File: config.mk
export PLATFORM = sky130hd
export DESIGN_NAME = atm_balance_arbiter
export DESIGN_NICKNAME = d
export VERILOG_FILES = /design/src/rtl/atm_pkg.sv /design/src/rtl/rr_arb2.sv /design/src/rtl/atm_balance_arbiter.sv
export SDC_FILE = /design/constraint.sdc
export NUM_CORES = 1
export LEC_CHECK = 0
export ABC_CLOCK_PERIOD_IN_PS = 3000
export CAP_MARGIN = 20
export CORE_AREA = 4 4 105 82
export CTS_CLUSTER_SIZE = 8
export DETAILED_ROUTE_END_ITERATION = 10
export DIE_AREA = 0 0 109 86
export PLACE_DENSITY = 0.82
export SYNTH_ARGS = -nofsm -noshare
export SYNTH_HDL_FRONTEND = slang
export SYNTH_SLANG_ARGS = --single-unit
File: constraint.sdc
create_clock -name clk -period 3 [get_ports clk]
set_clock_uncertainty 0.1 [all_clocks]
set_input_delay 0.3 -clock clk [delete_from_list [all_inputs] [get_ports clk]]
set_output_delay 0.3 -clock clk [all_outputs]
set_load 0.1 [all_outputs]
File: src/rtl/atm_pkg.sv
// Shared definitions for the ATM balance arbiter: operation codes,
// arbiter state encoding and the amount/balance width.
package atm_pkg;

   localparam int AMT_W = 16;

   typedef enum logic [1:0] {
      OP_BAL = 2'b00,
      OP_WDR = 2'b01,
      OP_DEP = 2'b10,
      OP_INV = 2'b11
   } op_e;

   typedef enum logic [1:0] {
      ST_IDLE  = 2'b00,
      ST_GRANT = 2'b01,
      ST_EXEC  = 2'b10,
      ST_RESP  = 2'b11
   } arb_state_e;

   // Result of one executed transaction: status flag plus resulting balance.
   typedef struct packed {
      logic             ok;
      logic [AMT_W-1:0] bal;
   } exec_res_t;

endpackage

File: src/rtl/rr_arb2.sv
// Two-way round-robin arbiter. The priority bit names the terminal that wins
// a tie; it moves to the other terminal whenever a winner is accepted.
module rr_arb2 (
   input  logic       clk,
   input  logic       rst,
   input  logic [1:0] req,
   input  logic       adv,
   output logic [1:0] win
);

   logic prio;

   // Pick the single requester, or on a tie the terminal holding priority.
   always_comb begin
      win = 2'b00;
      case (req)
         2'b01:   win = 2'b01;
         2'b10:   win = 2'b10;
         2'b11:   win = prio ? 2'b10 : 2'b01;
         default: win = 2'b00;
      endcase
   end

   // Hand priority to the terminal that was not just served.
   always_ff @(posedge clk) begin
      if (rst)
         prio <= 1'b0;
      else if (adv && (win != 2'b00))
         prio <= win[0];
   end

endmodule

File: src/rtl/atm_balance_arbiter.sv
// Two-terminal ATM front end: arbitrates between terminals, captures the
// winner's operation, updates a shared balance and reports the outcome.
module atm_balance_arbiter
   import atm_pkg::*;
#(
   parameter logic [AMT_W-1:0] INIT_BALANCE = 16'd1000
) (
   input  logic             clk,
   input  logic             rst,
   input  logic [1:0]       req,
   input  logic [1:0]       op0,
   input  logic [AMT_W-1:0] amt0,
   input  logic [1:0]       op1,
   input  logic [AMT_W-1:0] amt1,
   output logic [1:0]       gnt,
   output logic [1:0]       done,
   output logic             ok,
   output logic [AMT_W-1:0] bal_out,
   output logic             busy
);

   arb_state_e       state;
   arb_state_e       state_nxt;
   logic [1:0]       win_rr;
   logic [1:0]       winner_q;
   logic             adv;
   op_e              op_p0;
   logic [AMT_W-1:0] amt_p0;
   logic [AMT_W-1:0] balance;
   logic             ok_q;
   exec_res_t        res;

   // Apply one operation to a balance; failed operations leave it untouched.
   function automatic exec_res_t exec_op(input op_e op,
                                         input logic [AMT_W-1:0] amt,
                                         input logic [AMT_W-1:0] bal);
      exec_res_t        r;
      logic [AMT_W:0]   sum;
      sum   = {1'b0, bal} + {1'b0, amt};
      r.ok  = 1'b0;
      r.bal = bal;
      case (op)
         OP_BAL: r.ok = 1'b1;
         OP_WDR: begin
            if (amt <= bal) begin
               r.ok  = 1'b1;
               r.bal = bal - amt;
            end
         end
         OP_DEP: begin
            if (!sum[AMT_W]) begin
               r.ok  = 1'b1;
               r.bal = sum[AMT_W-1:0];
            end
         end
         default: r.ok = 1'b0;
      endcase
      return r;
   endfunction

   // A winner is taken only from IDLE, so requests seen while busy simply wait.
   assign adv = (state == ST_IDLE) && (req != 2'b00);

   rr_arb2 u_rr (
      .clk (clk),
      .rst (rst),
      .req (req),
      .adv (adv),
      .win (win_rr)
   );

   assign res = exec_op(op_p0, amt_p0, balance);

   // State register.
   always_ff @(posedge clk) begin
      if (rst)
         state <= ST_IDLE;
      else
         state <= state_nxt;
   end

   // Next state and per-state outputs; outputs are zero outside their state.
   always_comb begin
      state_nxt = state;
      gnt       = 2'b00;
      done      = 2'b00;
      ok        = 1'b0;
      bal_out   = '0;
      busy      = 1'b1;
      case (state)
         ST_IDLE: begin
            busy = 1'b0;
            if (req != 2'b00)
               state_nxt = ST_GRANT;
         end
         ST_GRANT: begin
            gnt       = winner_q;
            state_nxt = ST_EXEC;
         end
         ST_EXEC: begin
            state_nxt = ST_RESP;
         end
         ST_RESP: begin
            done      = winner_q;
            ok        = ok_q;
            bal_out   = balance;
            state_nxt = ST_IDLE;
         end
         default: state_nxt = ST_IDLE;
      endcase
   end

   // Latch the arbitration winner for the duration of the transaction.
   always_ff @(posedge clk) begin
      if (rst)
         winner_q <= 2'b00;
      else if (adv)
         winner_q <= win_rr;
   end

   // GRANT stage -> EXEC stage: freeze the winner's operation and amount.
   always_ff @(posedge clk) begin
      if (state == ST_GRANT) begin
         op_p0  <= winner_q[1] ? op_e'(op1) : op_e'(op0);
         amt_p0 <= winner_q[1] ? amt1 : amt0;
      end
   end

   // EXEC stage -> RESP stage: commit the balance and remember the status.
   always_ff @(posedge clk) begin
      if (rst) begin
         balance <= INIT_BALANCE;
         ok_q    <= 1'b0;
      end else if (state == ST_EXEC) begin
         balance <= res.bal;
         ok_q    <= res.ok;
      end
   end

endmodule

==> impl_summary.txt <==
----------------------------------------------------
[Run status]
  Run status ... completed

[Clock tree]
  Clock transition at the registers of the reported paths ... 0.09 ns
  Clock tree root driver cell ... sky130_fd_sc_hd__clkbuf_8
  Clock insertion delay at the later pin of the skew report ... 0.31 ns
  Depth of the CTS H-tree ... 2
  CTS Buf Count ... 5
  Count of clock tree sinks ... 40
  Buffers from clock root to sink, at most ... 2
  CTS tree ... yes

[Logic synthesis]
  Mean instance size in the synthesized netlist ... 8.67 sq um
  Distinct cell type count after synthesis ... 64
  Async set-reset flop share out of synthesis ... 0
  Number of standard cells after synthesis ... 420
  Seq cells post-synth ... 40
  Primary flip-flop cell chosen by synthesis mapping ... sky130_fd_sc_hd__dfxtp_1
  Adder and majority gate portion of the synthesized area ... 0.135
  Simple-gate share of the synthesized area ... 0.197
  Part of the Yosys area used for sequential elements ... 0.269
  Cell Area, Synth ... 3640 sq um
  Yosys warning total ... 0
  Main combinational cell family by area after synthesis ... compound AO/OA/AOI/OAI gates
  Compound-cell area share of the yosys netlist ... 0.266
  Number of flops mapped to enable cells by yosys ... 18
  Fraction of synthesized area in multiplexers ... 0.0639
  Total nets after synthesis ... 498
  Fraction of synthesized cell area in xor and xnor cells ... 0

[Setup path]
  Required arrival time at the worst endpoint ... 3.10 ns
  CP Buf/Inv Count ... 3
  Setup Crit Path Kind ... reg2reg
  Crit path launch type ... flop
  Crit-path max cell delay ... 0.50 ns
  Data arrival at the endpoint of the critical path ... 3.09 ns
  Ordered cell list for the critical path ... inv_2 > ha_4 > buf_6 > or4_4 > a211o_1 > a21oi_1 > buf_4 > a2bb2oi_1 > a21oi_1 > a221o_1
  Standard cell with the maximum stage delay on the critical path ... sky130_fd_sc_hd__or4_4
  Top cell family by delay on the critical path ... compound AO/OA/AOI/OAI gates
  Highest fanout seen on the critical path ... 5
  Most common cell type on the critical path ... sky130_fd_sc_hd__a21oi_1
  Capturing element type of the critical path ... flop

[Floorplanning]
  Overall die area ... 9370 sq um
  Total I/O pin count ... 62
  Die Wd ... 109 microns
  Number of placement rows ... 28
  Starting density of the core ... 0.475
  Die height ... 86 microns
  Core box area ... 7670 sq um

[Final layout]
  Most common library cell in the layout ignoring fill and taps ... sky130_fd_sc_hd__buf_4
  Antenna Diode Count ... 0
  Area growth from synthesis to layout ... 34.5%
  Share of cells above drive strength 1 ... 0.258
  Layout Cells excl Fill ... 632
  Commonest non-fill, non-tap cells in the layout ... sky130_fd_sc_hd__buf_4, sky130_fd_sc_hd__clkdlybuf4s50_1, sky130_fd_sc_hd__inv_1
  Final core utilization ... 0.639
  Final layout net count ... 604

[STA]
  Number of pins exceeding their max-slew limit in the final report ... 0
  Fin. Hold Viols ... 0
  Part of the cycle the worst path needs ... 0.998
  Worst-case headroom to the max-slew limit ... 0.308
  Setup TNS ... 0 ns
  Worst Tran Pin Value ... 1.03 ns
  Final worst setup slack ... 0.00620 ns
  Setup Viol. Count Final ... 0
  FMAX ... 0.334 GHz
  Minimum clock period after layout ... 2.99 ns

[Placed design]
  Number of placed instances with taps included ... 610
  Post-DP HPWL ... 8020 microns
  Routability congestion estimate from global placement ... 0.956
  Count of input and output buffers ... 61
  Worst slack at placement ... -0.0880 ns

[Route]
  First-pass iteration count of the detailed router ... 6
  Routed vias ... 3841
  DRT iter0 DRCs ... 428
  Total DRC errors in the routed layout ... 0
  WL per Instance ... 18.3 microns
  Average vias per placed instance ... 6.08
  Final ANT Viol Nets ... 0
  Routed wire length ... 11600 microns

[Pwr]
  Max rail drop VDD ... 559 uV
  Static leakage ... 2.10 nW
  Power density relative to cell area ... 837 nW/um^2

[Global routing]
  GR Util All Layers ... 0.231
  Number of antenna violations at the first check in global routing ... 0
  Pin count of the biggest net entering global routing ... 27
  Wire length of the first global-routing pass ... 17500 microns
  Grt ovf ... 0
  Vias in the first global route ... 3645

[Hold path]
  Hold/Removal Path Class ... reg2reg

[Job]
  Max-cap viol count ... 0

----------------------------------------------------
metal layers:
metal  GRT usage  up-vias  wire length [microns]
li1            -     1771                      -
met1       0.322     1801                   4950
met2       0.374      223                   5300
met3      0.0421       46                   1040
met4      0.0482        0                    304
met5           0        -                      0
synthesized netlist by cell type, types with 3 or more instances:
library cell,instances,area share
sky130_fd_sc_hd__edfxtp_1,18,0.15
sky130_fd_sc_hd__ha_1,36,0.12
sky130_fd_sc_hd__a311oi_1,6,0.014
sky130_fd_sc_hd__a211oi_1,6,0.012
sky130_fd_sc_hd__buf_2,5,0.0069
sky130_fd_sc_hd__a211o_1,6,0.014
sky130_fd_sc_hd__o41ai_1,7,0.017
sky130_fd_sc_hd__clkbuf_1,11,0.011
sky130_fd_sc_hd__nor2b_1,12,0.021
sky130_fd_sc_hd__a21o_1,4,0.0082
sky130_fd_sc_hd__nor3_1,8,0.011
sky130_fd_sc_hd__nand3_1,9,0.012
sky130_fd_sc_hd__o211ai_1,3,0.0062
sky130_fd_sc_hd__nand2b_1,7,0.012
sky130_fd_sc_hd__dfxtp_1,22,0.12
sky130_fd_sc_hd__mux2i_1,3,0.0082
sky130_fd_sc_hd__and3_1,5,0.0086
sky130_fd_sc_hd__inv_1,38,0.039
sky130_fd_sc_hd__a221oi_1,13,0.031
sky130_fd_sc_hd__a21oi_1,27,0.037
sky130_fd_sc_hd__buf_4,3,0.0062
sky130_fd_sc_hd__nand3b_1,5,0.010
sky130_fd_sc_hd__a221o_1,4,0.011
sky130_fd_sc_hd__o21bai_1,6,0.012
sky130_fd_sc_hd__a31oi_1,3,0.0052
sky130_fd_sc_hd__mux2_2,18,0.056
sky130_fd_sc_hd__nor2_1,31,0.032
sky130_fd_sc_hd__o21ai_0,16,0.022
sky130_fd_sc_hd__and2_1,24,0.041
sky130_fd_sc_hd__o31ai_1,4,0.0082
sky130_fd_sc_hd__or4_1,3,0.0062
sky130_fd_sc_hd__nand2_1,17,0.018
path summary, 6_finish.rpt:
| path | start | to | slack, ns | cells after the start |
|---|---|---|---|---|
| max | amt_p0[9] | balance[6] | 0.006 | 10 |
| min | ok_q | ok_q | 0.39 | 2 |
| max reg2reg | amt_p0[9] | balance[6] | 0.006 | 10 |
| min reg2reg | ok_q | ok_q | 0.39 | 2 |
worst min-delay path, stage by stage, from the launching register on:
cell,delay [ns]
sky130_fd_sc_hd__dfxtp_1,0.32
sky130_fd_sc_hd__nand2b_1,0.07
sky130_fd_sc_hd__a21oi_1,0.06
report_power, final:
| group | switching (W) | leakage [nW] | total (W) | internal (W) |
|---|---|---|---|---|
| Sequential | 0.000128 | 0.348 | 0.000867 | 0.000739 |
| Clock | 0.000221 | 0.0510 | 0.000405 | 0.000184 |
| Combinational | 0.00165 | 1.70 | 0.00283 | 0.00118 |
| Total | 0.00199 | 2.10 | 0.00410 | 0.00211 |
state kept, by name (all words and copies together) (netlist names):
register   cells
winner_q       2
ok_q           1
state          2
balance       16
op_p0          2
amt_p0        16
u_rr.prio      1
cell families after synthesis:
group                      Yosys count
buffers and inverters               59
adders and majority gates           38
and+or+nand+nor                    133
muxes                               21
AOI/OAI and AO/OA                  129
DFF                                 40
final cells by class:
cell class	instances	area (sq um)
Clock inverter	2	10.0
Clock buffer	6	82.6
Tap cell	105	131
Timing Repair Buffer	119	1000
Fill cell	629	2770
Inverter	38	143
Sequential cell	40	981
Multi-Input combinational cell	322	2550
through the flow:
| stage | hold WS (ns) | total power (W) | area, sq um |
|---|---|---|---|
| 2_1_floorplan | 0.315 | 0.00255 | 3640 |
| 3_3_place_gp | 0.350 | 0.00329 | 4560 |
| 3_5_place_dp | 0.375 | 0.00335 | 4560 |
| 6_report | 0.389 | 0.00410 | 4900 |
| 4_1_cts | 0.389 | 0.00377 | 4660 |
| 5_1_grt | 0.419 | 0.00434 | 4900 |
what timing repair did:
action | 4_1_cts | 5_1_grt
endpoints found under the setup margin | 5 | 16
hold endpoints to repair | 0 | 0
gates resized for setup | 2 | 24
hold buffers | 0 | 0
buffers inserted | 0 | 12
pin swaps | 1 | 12
cloned | 0 | 2
Note: power is estimated with default switching activity, not from simulation.
